<file path="config.mk">
export PLATFORM = sky130hd
export DESIGN_NAME = one_wire_read_master
export DESIGN_NICKNAME = d
export VERILOG_FILES = /design/src/rtl/one_wire_read_master.sv
export SDC_FILE = /design/constraint.sdc
export NUM_CORES = 1
export LEC_CHECK = 0
export CORE_MARGIN = 2
export CORE_UTILIZATION = 47
export CTS_BUF_LIST = sky130_fd_sc_hd__clkbuf_8
export CTS_CLUSTER_DIAMETER = 30
export DETAILED_ROUTE_END_ITERATION = 16
export GPL_TIMING_DRIVEN = 1
export PLACE_DENSITY = 0.7
export SYNTH_ARGS = -nofsm -noshare
export SYNTH_HDL_FRONTEND = slang
export SYNTH_SLANG_ARGS = --single-unit
export TNS_END_PERCENT = 20
</file>
<file path="constraint.sdc">
create_clock -name wr_clk_i -period 6.6 [get_ports wr_clk_i]
set_input_delay 1.32 -clock wr_clk_i [delete_from_list [all_inputs] [get_ports wr_clk_i]]
set_output_delay 1.32 -clock wr_clk_i [all_outputs]
set_load 0.1 [all_outputs]
</file>
<file path="src/rtl/one_wire_read_master.sv">
// 1-Wire read master: reset/presence, one command byte, then READ_WORDS
// 16-bit words pushed into the write side of a downstream FIFO.
// Optional build macro: OW_CRC8_EN adds a Dallas CRC-8 over all read bits
// and the crc_ok_o output.
module one_wire_read_master #(
    parameter int         CLKS_PER_US = 50,
    parameter logic [7:0] CMD_BYTE    = 8'hBE,
    parameter int         READ_WORDS  = 4
) (
    input  logic        wr_clk_i,
    input  logic        a_rst_n_i,
    input  logic        start_i,
    input  logic        ow_sense_i,
    output logic        ow_drive_low_o,
    input  logic        full_i,
    input  logic        rst_busy_i,
    output logic [15:0] wdata_o,
    output logic        wr_en_o,
    output logic        busy_o,
    output logic        done_o,
    output logic        no_presence_o
`ifdef OW_CRC8_EN
   ,output logic        crc_ok_o
`endif
);

    localparam logic [2:0] S_IDLE    = 3'd0;
    localparam logic [2:0] S_RST_LOW = 3'd1;
    localparam logic [2:0] S_RST_REL = 3'd2;
    localparam logic [2:0] S_CMD     = 3'd3;
    localparam logic [2:0] S_RD      = 3'd4;
    localparam logic [2:0] S_PUSH    = 3'd5;
    localparam logic [2:0] S_DONE    = 3'd6;

    localparam int            PW         = (CLKS_PER_US > 2) ? $clog2(CLKS_PER_US) : 1;
    localparam logic [PW-1:0] PRE_MAX    = PW'(CLKS_PER_US - 1);
    localparam logic [7:0]    WORDS_LAST = 8'(READ_WORDS - 1);

    logic [1:0]    sync;
    logic          sense;
    logic [2:0]    state;
    logic [2:0]    state_next;
    logic [PW-1:0] pre;
    logic [8:0]    us;
    logic          tick;
    logic          restart;
    logic [3:0]    bit_cnt;
    logic [7:0]    word_cnt;
    logic [15:0]   shreg;
    logic          present;
    logic          no_pres;
    logic          rst_end;
    logic          slot_end;
    logic          rd_pt;
    logic          push_ok;
`ifdef OW_CRC8_EN
    logic [7:0]    crc;
    logic          crc_ok;
`endif

    assign sense    = sync[1];
    assign tick     = (pre == PRE_MAX);
    // us counts completed microseconds, so "tick && us==N-1" marks the N us point
    assign rst_end  = tick && (us == 9'd479);
    assign slot_end = tick && (us == 9'd69);
    assign rd_pt    = tick && (us == 9'd14);
    assign push_ok  = (state == S_PUSH) && !full_i && !rst_busy_i;
    // every state change and every new slot starts a fresh microsecond count
    assign restart  = (state_next != state) ||
                      (((state == S_CMD) || (state == S_RD)) && slot_end);

    // two-flop synchronizer for the raw bus level
    always_ff @(posedge wr_clk_i or negedge a_rst_n_i) begin
        if (!a_rst_n_i) sync <= 2'b11;
        else            sync <= {sync[0], ow_sense_i};
    end

    // 1 us prescaler and phase timer
    always_ff @(posedge wr_clk_i or negedge a_rst_n_i) begin
        if (!a_rst_n_i) begin
            pre <= '0;
            us  <= '0;
        end else if (restart) begin
            pre <= '0;
            us  <= '0;
        end else if (tick) begin
            pre <= '0;
            us  <= us + 9'd1;
        end else begin
            pre <= pre + 1'b1;
        end
    end

    // next-state decode
    always_comb begin
        state_next = state;
        case (state)
            S_IDLE:    if (start_i)  state_next = S_RST_LOW;
            S_RST_LOW: if (rst_end)  state_next = S_RST_REL;
            S_RST_REL: if (rst_end)  state_next = present ? S_CMD : S_DONE;
            S_CMD:     if (slot_end && bit_cnt == 4'd7)  state_next = S_RD;
            S_RD:      if (slot_end && bit_cnt == 4'd15) state_next = S_PUSH;
            S_PUSH:    if (push_ok)  state_next = (word_cnt == WORDS_LAST) ? S_DONE : S_RD;
            S_DONE:                  state_next = S_IDLE;
            default:                 state_next = S_IDLE;
        endcase
    end

    // state, counters, presence, word assembly and CRC
    always_ff @(posedge wr_clk_i or negedge a_rst_n_i) begin
        if (!a_rst_n_i) begin
            state    <= S_IDLE;
            bit_cnt  <= '0;
            word_cnt <= '0;
            shreg    <= '0;
            present  <= 1'b0;
            no_pres  <= 1'b0;
`ifdef OW_CRC8_EN
            crc      <= '0;
            crc_ok   <= 1'b0;
`endif
        end else begin
            state <= state_next;
            if (state == S_IDLE && start_i) begin
                bit_cnt  <= '0;
                word_cnt <= '0;
                present  <= 1'b0;
                no_pres  <= 1'b0;
`ifdef OW_CRC8_EN
                crc      <= '0;
                crc_ok   <= 1'b0;
`endif
            end
            if (state == S_RST_REL && tick && us == 9'd69)
                present <= ~sense;
            if (state == S_RST_REL && rst_end && !present)
                no_pres <= 1'b1;
            if ((state == S_CMD || state == S_RD) && slot_end)
                bit_cnt <= (state_next != state) ? 4'd0 : bit_cnt + 4'd1;
            // first bit received ends up at bit 0
            if (state == S_RD && rd_pt) begin
                shreg <= {sense, shreg[15:1]};
`ifdef OW_CRC8_EN
                crc   <= {1'b0, crc[7:1]} ^ ((crc[0] ^ sense) ? 8'h8C : 8'h00);
`endif
            end
            if (push_ok) begin
                word_cnt <= word_cnt + 8'd1;
`ifdef OW_CRC8_EN
                // CRC already covers the final slave byte when the last word leaves
                if (word_cnt == WORDS_LAST) crc_ok <= (crc == 8'h00);
`endif
            end
        end
    end

    // open-drain drive: reset pulse, write-slot low time, read-slot strobe
    always_comb begin
        ow_drive_low_o = 1'b0;
        case (state)
            S_RST_LOW: ow_drive_low_o = 1'b1;
            S_CMD:     ow_drive_low_o = CMD_BYTE[bit_cnt[2:0]] ? (us < 9'd6) : (us < 9'd60);
            S_RD:      ow_drive_low_o = (us < 9'd6);
            default:   ow_drive_low_o = 1'b0;
        endcase
    end

    assign wdata_o       = shreg;
    assign wr_en_o       = push_ok;
    assign busy_o        = (state != S_IDLE);
    assign done_o        = (state == S_DONE);
    assign no_presence_o = no_pres;
`ifdef OW_CRC8_EN
    assign crc_ok_o      = crc_ok;
`endif

endmodule

</file>
==> results of run 1 <==
power groups by stage:
| stage | clock network [uW] | logic, uW | registers [uW] |
|---|---|---|---|
| 2_1_floorplan | 0 | 17.4 | 322 |
| 3_5_place_dp | 0 | 29.7 | 324 |
| 4_1_cts | 197 | 29.8 | 318 |
| 6_report | 190 | 28.8 | 318 |
| 5_1_grt | 212 | 33.1 | 319 |
| 3_3_place_gp | 0 | 29.1 | 323 |
cell families after synthesis:
| family | synth area share |
|---|---|
| AOI/OAI and AO/OA | 0.107 |
| xor gates and xnor gates | 0.0464 |
| adders and majority gates | 0.0427 |
| buffers and inverters | 0.0322 |
| DFF | 0.475 |
| muxes | 0.0801 |
| and+or+nand+nor | 0.217 |
per-stage QoR:
step                      hold slack (ns)  instances  utilization
after global placement              0.346        342        0.538
after detailed placement            0.347        342        0.538
after floorplan                     0.345        251            -
after global routing                0.352        350        0.556
final                               0.350        350        0.556
after CTS                           0.354        350        0.556
cells in the final DEF (no fill, tap or decap), drive strengths merged, types with 5 or more instances in the layout:
master and count:
inv 12, xor2 12, nor3 10, dfrtp 48, mux2 17, ha 9, nor2 20, nand3 13
and3 6, o21ai 12, nand2 23, clkdlybuf4s50 25, clkbuf 5, a21oi 5, nand4 8
worst register-to-register path, cell delays in order (launching register included):
cell and delay, ns:
sky130_fd_sc_hd__dfrtp_1 0.42, sky130_fd_sc_hd__inv_1 0.07, sky130_fd_sc_hd__ha_1 0.14, sky130_fd_sc_hd__and4bb_4 0.28, sky130_fd_sc_hd__and2_2 0.32, sky130_fd_sc_hd__and3_1 0.24
sky130_fd_sc_hd__and4b_1 0.68, sky130_fd_sc_hd__mux2_2 0.41
worst max-delay path by stage:
stage	from	endpoint	slack, ns
2_1_floorplan	us[4]	ow_drive_low_o	2.15
6_report	full_i	wr_en_o	1.48
3_5_place_dp	full_i	wr_en_o	1.50
3_3_place_gp	full_i	wr_en_o	1.51
4_1_cts	full_i	wr_en_o	1.49
5_1_grt	full_i	wr_en_o	1.40
per-layer routing:
metal	up-vias	global-route usage
met2	28	0.275
met5	-	0
met3	6	0.0341
met4	0	0.0552
li1	952	-
met1	967	0.237
registers in the layout, indices dropped and copies added, names as in the netlist:
signal	flops
bit_cnt	4
no_presence_o	1
pre	6
present	1
state	3
sync	2
us	9
wdata_o	16
word_cnt	8
layout make-up:
class,count,area [sq um],area share
Clock buffer,5,68.8,0.0226
Sequential cell,50,1250,0.412
Inverter,10,37.5,0.0123
Clock inverter,3,28.8,0.00946
Tap cell,72,90.1,0.0296
Timing Repair Buffer,27,263,0.0863
Multi-Input combinational cell,183,1300,0.428
==> summary.md, run 1 <==
The tools report the hold violation count in the final report as 0. At the end of the flow, the number of nets in the layout was 292. In this run the post-CTS setup repair buffer count came out at 0. In this run, synthesis inferred 0 flip-flops with an integrated enable. For this block, wires on met1 add up to 2360 um. The mean number of vias per cell works out to 5.58. The clock root buffer was sky130_fd_sc_hd__clkbuf_8. Counting distinct cell types in the post-synthesis netlist gives 54.

Setup violations remaining at the end of the flow were counted as 0. The async set-reset flop share out of synthesis works out to 1.00. Placed wire-length estimate: 3470 um. TritonCTS built the clock tree.

Average routed wire per standard cell: 14.1 um. Via count of the first global-routing pass: 1828. The tightest min-delay check is of the reg -> reg type.

For the sum of negative setup slack, the log shows 0 ns. The cell type with the largest total area after synthesis was sky130_fd_sc_hd__dfrtp_1. The run gives 4 as the number of optimization iterations in the first detailed-route pass. Power comes to 536 uW.

Buffers inserted to repair hold after CTS numbered 0. Routability-driven placement finished with a final weighted congestion of 0.810. Power density over cell area: 176 nW/um^2. The dominant register cell in the synthesized netlist is sky130_fd_sc_hd__dfrtp_1. The startpoint identified for the worst hold timing path is sync[0]. For this design, the sink count on the clock tree is 50. The placed instances occupy a cell area of 2950 sq um. Count of routing violations after the opening detailed-route iteration: 91. The count of state elements after synthesis works out to 50. The post-synthesis instance total was 251. The pin count of the biggest net entering global routing was 51; the relative slew slack was 0.339.

The logs give 3.94 ns for the minimum setup slack among reg-to-reg paths and 0.172 for the global routing usage summed across all routing layers. After filler insertion, the fill cell instance count of the layout stands at 510. The synthesized netlist occupies a cell area of 2640 sq um. The worst-margin pin slew works out to 0.989 ns.

The cell depth of the worst flop-to-flop path is 7, and the worst clock skew is 0.00871 ns. The run gives 2 as the number of buffers on the longest clock path. The tools report the type of element capturing the critical path as an output port. The leakage power summed over all cells came out at 0.00135 uW. For the fraction of power consumed by the clock network, the log shows 0.354.

The internal power contribution came out at 401 uW. By startpoint and endpoint, the worst setup path is classified as in -> out. The critical-path maximum fanout was 9; the core area was 5470 sq um. Before CTS, the worst setup slack after placement is 1.50 ns. The number of antenna violations at the first check in global routing was 0; the antenna diode count was 0.

The part of the cycle the worst path needs came out at 0.775. The worst register-to-register path begins at pre[1]. Counting stages on the worst path, the most repeated cell is sky130_fd_sc_hd__clkdlybuf4s50_1.

The most common cell in the synthesized netlist is sky130_fd_sc_hd__dfrtp_1. Number of buffer and inverter instances along the worst setup path: 3. Initial core utilization: 0.482. In this run the tool buffered the top-level ports with 26 buffer cells.

For the remaining antenna violation count, the log shows 0. The Yosys step of the flow raised 0 warnings. In the detailed route, the total length drawn on met2 is 2350 um.

The tools report the total overflow reported by the global router as 0. Summed over all nets, the switching power comes to 135 uW. Signal routing reaches up to met4. The final layout contains routed wiring with a total length of 4930 um. In this run the horizontal extent of the chip is 78.9 um. At the worst endpoint, the required time is 5.28 ns. Across the run, the number of max-cap violations was 0.

The DRC violations left is 0. The tools report the post-cts repair resize count as 0. The arrival time at the worst endpoint was 3.80 ns.

The cell type of the slowest stage on the worst timing path is sky130_fd_sc_hd__clkdlybuf4s50_1. When the netlist entered floorplanning its net count stood at 266. The peak supply drop came out at 136 uV.

The wire length on met3 was 154 um. The reg-to-reg critical path endpoint is wdata_o[1]. Grouping stages by cell kind, the critical path spends the most delay in buffers and inverters.

STA classifies the critical path startpoint as an input port. The post-synthesis to final-layout area growth was 15.3%. Derived from the worst setup path, the maximum achievable clock frequency is 195 MHz. The y dimension of the die came out at 78.9 um. The fraction of the yosys area taken by sequential cells came out at 0.475.

Clock latency on the worst-skew pair, taken at its later pin, is 0.31 ns. The first global-routing pass estimated 8550 um of wire. The cell count of the worst hold path was 0; the die area was 6230 sq um.

The critical path goes through clkdlybuf4s50_1 -> or4_1 -> inv_1 -> clkdlybuf4s50_1. The mean post-synth cell area was 10.5 sq um. Combinational group share of total power: 0.054.

The commonest cells after synthesis are 48 x sky130_fd_sc_hd__dfrtp_1, 23 x sky130_fd_sc_hd__nand2_1, 20 x sky130_fd_sc_hd__nor2_1. The flow ran to the end, and the final reports show no timing, DRC or antenna violations. For hold timing, the worst endpoint is sync[1]. The fraction of final layout cells with drive strength greater than 1 was 0.155; the post-layout instance area was 3040 sq um. The clock-pin transition on the worst setup and hold timing paths was 0.10 ns; the longest individual stage delay on the worst path was 1.16 ns. For the via count of the routed design, the log shows 1953.

In the post-synthesis netlist, the biggest area contributors are sky130_fd_sc_hd__dfrtp_1 45%, sky130_fd_sc_hd__mux2_2 7.3%, sky130_fd_sc_hd__ha_1 4.3%, sky130_fd_sc_hd__xor2_1 4.0%, sky130_fd_sc_hd__nand2_1 3.3%. The share of total power in sequential cells was 0.592; the logic depth of the worst setup path including buffers was 4. The proportion of total power due to net switching was 0.252; the final critical path time including I/O delays and setup was 5.12 ns. During I/O placement, the number of pins put on the boundary was 27. Setup repair after global routing left no endpoint under its margin.

In this run the number of H-tree levels came out at 2. After floorplanning, the core was divided into 27 placement rows. After layout, the worst setup slack is 1.48 ns.

The number of clock buffers inserted by TritonCTS is 5, and the count of final max-slew check failures is 0. The share of the synthesized area in the top cell type works out to 0.455.
(Power assumes the default switching activity.)
==> run 2, diff against run 1 <==
- clock period: 6.6 -> 4.9 ns (I/O delays scaled with it)
==> run 2 against run 1 <==
Effect of this change: hold slack improved by 0.0011 ns; die area unchanged; combinational power increased by 34%; sequential cell count unchanged; register-to-register slack got worse by 1.7 ns; final area is 0.16% lower; non-clock buffer count is the same; clock-buffer cell count is the same; highest routed layer unchanged; sequential share of layout area rose by 0.068 points; clock power grew 32%; critical path type is now reg -> out; critical path depth up 2.
==> summary.md, run 2 (synthesis results as in run 1) <==
The flow ran to the end, and the final reports show no timing, DRC or antenna violations. Critical-path maximum fanout: 6 (-3). For the number of clock buffers inserted by TritonCTS, the log shows 5 (unchanged). The number of rows created at floorplan came out at 27 (unchanged). In this run the worst hold path is classified as reg -> reg.

The number of optimization iterations in the first detailed-route pass is 4 (unchanged), and the global routing usage summed across all routing layers is 0.174 (+0.00168). The proportion of total power due to net switching is 0.248 (-0.00344), and the combinational group share of total power is 0.054 (about the same). For the relative slew slack, the log shows 0.343 (+0.00430). The run gives 1963 (+0.51%) as the via count of the routed design. The pin count of the biggest net entering global routing was 51 (unchanged); the placer congestion estimate was 0.828 (+2.3%).

The run gives 0 (unchanged) as the antenna diode count. Core area: 5470 sq um (unchanged). On the critical path, the stage with the largest delay is an instance of sky130_fd_sc_hd__clkdlybuf4s50_1. The critical path is of the reg -> out type. The y dimension of the die was 78.9 um (unchanged); the total area of multi-input combinational cells was 1300 sq um (unchanged). Type of element launching the critical path: a register.

The post-synthesis to final-layout area growth works out to 15.1%. The worst hold slack across all endpoints was 0.351 ns (+0.00107 ns); the total overflow reported by the global router was 0 (unchanged). The tools report the wire length on met3 as 118 um (-23%).

The worst-margin pin slew is 0.982 ns (-0.00643 ns), and the power after layout is 717 uW (+34%). The met2 routed wirelength was 2380 um (+1.4%); the clock insertion delay at the later pin of the skew report was 0.31 ns (about the same). The logs give 2 (unchanged) for the number of levels in the clock H-tree and 0 (unchanged) for the post-cts repair resize count.

The number of nets in the layout was 292 (unchanged); the mean number of vias per cell was 5.61 (+0.51%). The logs give 4910 um (-0.26%) for the total routed wirelength and 1892 (+3.5%) for the via count of the first global-routing pass. The longest individual stage delay on the worst path is 1.16 ns (about the same), and the sequential cell area is 1250 sq um (unchanged). For the layout filler cell count, the log shows 493 (-3.3%). Remaining antenna violation count: 0 (unchanged). The type of element capturing the critical path is an output port. Cell family contributing the most delay on the critical path: buffers and inverters. For the leakage power summed over all cells, the log shows 0.00135 uW (about the same). The share of total power in sequential cells is 0.597 (+0.005), and the number of flip-flops under the largest register name is 16 (unchanged). The number of buffers on the longest clock path came out at 2 (unchanged). The top cell types in the final layout, fill and taps aside, are 48 x sky130_fd_sc_hd__dfrtp_1, 24 x sky130_fd_sc_hd__clkdlybuf4s50_1, 23 x sky130_fd_sc_hd__nand2_1, 20 x sky130_fd_sc_hd__nor2_1, 17 x sky130_fd_sc_hd__mux2_2.

The sum of negative setup slack was 0 ns (unchanged). The power density over cell area works out to 236 nW/um^2 (+34%). The count of routing violations after the opening detailed-route iteration was 103 (+13%). The placed wire-length estimate was 3510 um (+1.0%); the first-pass GRT wire length was 8630 um (+0.96%).

The peak supply drop was 142 uV (+4.1%). The tools report the DRC violations left as 0 (unchanged). Signal routing reaches up to met4. The quantity of hold-fixing buffers added after cts is 0 (unchanged), and the number of clock sinks seen by CTS is 50 (unchanged). The run gives 3.92 ns (-1.36 ns) as the required time at the worst-slack endpoint.

The number of antenna violations at the first check in global routing is 0 (unchanged). The internal power contribution is 539 uW (+34%). The final critical path time including I/O delays and setup is 3.75 ns, and the max-capacitance violation count is 0 (unchanged). The floorplan die width was 78.9 um (unchanged). The die area came out at 6230 sq um (unchanged). TritonCTS built the clock tree. The detailed-routing wirelength on met1 was 2350 um (-0.55%). The final count of negative-setup-slack endpoints is 0 (unchanged). Setup repair after global routing left no endpoint under its margin. The average routed wire per standard cell came out at 14.0 um (-0.26%). The logs give 1.15 ns (-0.333 ns) for the worst setup slack after layout and 0 (unchanged) for the hold violation count in the final report. The critical path goes through and2_1 -> and3_1 -> nor2b_1 -> a31oi_1 -> o21ai_0 -> clkdlybuf4s50_1.

The part of the cycle the worst path needs is 0.765, and the arrival time at the worst endpoint is 2.77 ns (-1.03 ns). The library cell used most frequently in the layout, excluding fill and tap cells, is sky130_fd_sc_hd__dfrtp_1. Timing would allow up to 267 MHz. The number of port buffers is 26 (unchanged), and the fraction of power consumed by the clock network is 0.349 (-0.005). For the worst clock skew, the log shows 0.0113 ns (+0.00256 ns). The worst-case setup slack after placement came out at 1.30 ns (-0.202 ns). The initial core utilization was 0.482 (unchanged). The fraction of final layout cells with drive strength greater than 1 works out to 0.158 (+0.00360). CTS placed an instance of sky130_fd_sc_hd__clkbuf_8 at the clock tree root.

The post-CTS setup-driven buffer insertion count is 0 (unchanged), and the number of buffer and inverter instances along the worst setup path is 1 (-2). The number of I/O pins was 27 (unchanged); the net switching power was 178 uW (+32%). The run gives 0 (unchanged) as the count of final max-slew check failures. The clock-pin transition on the worst setup and hold timing paths works out to 0.10 ns (about the same).
-- run 2: cell count changes in the layout (fill, tap and decap cells not counted), sizes merged --
| cell | before | now |
|---|---|---|
| buf | 2 | 3 |
| clkdlybuf4s50 | 25 | 24 |
-- run 2: power by group through the flow --
stage	Clock, uW	Combinational, uW	Sequential (uW)
floorplan	0	23.5	433
global placement	0	39.0	435
detailed placement	0	39.6	436
CTS	257	39.7	428
global route	278	44.4	429
finish	250	38.7	428
-- run 2: final timing paths --
| path | start | cells past startpoint | endpoint | slack (ns) |
|---|---|---|---|---|
| min reg2reg | sync[0] | 0 | sync[1] | 0.35 |
| max | us[4] | 6 | ow_drive_low_o | 1.15 |
| min | sync[0] | 0 | sync[1] | 0.35 |
| max in group asynchronous | a_rst_n_i | 2 | pre[0] | 3.72 |
| min in group asynchronous | a_rst_n_i | 2 | word_cnt[2] | 0.77 |
| max reg2reg | pre[1] | 7 | wdata_o[10] | 2.24 |
-- run 2: layout make-up --
cell class,count,area share
tap,72,0.0297
clock inverter,3,0.00865
timing repair buffer,27,0.0857
multi-input combinational,183,0.428
sequential,50,0.413
clock buffer,5,0.0227
inverter,10,0.0124
-- run 2: routing by layer --
metal,vias up,global-route usage
li1,958,-
met1,976,0.234
met2,23,0.285
met3,6,0.0375
met4,0,0.0517
met5,-,0
-- run 2: per-stage QoR --
step,area (sq um),utilization,std cells
CTS,3040,0.555,350
detailed placement,2940,0.538,342
finish,3040,0.555,350
global route,3040,0.555,350
global placement,2940,0.538,342
floorplan,2640,-,251
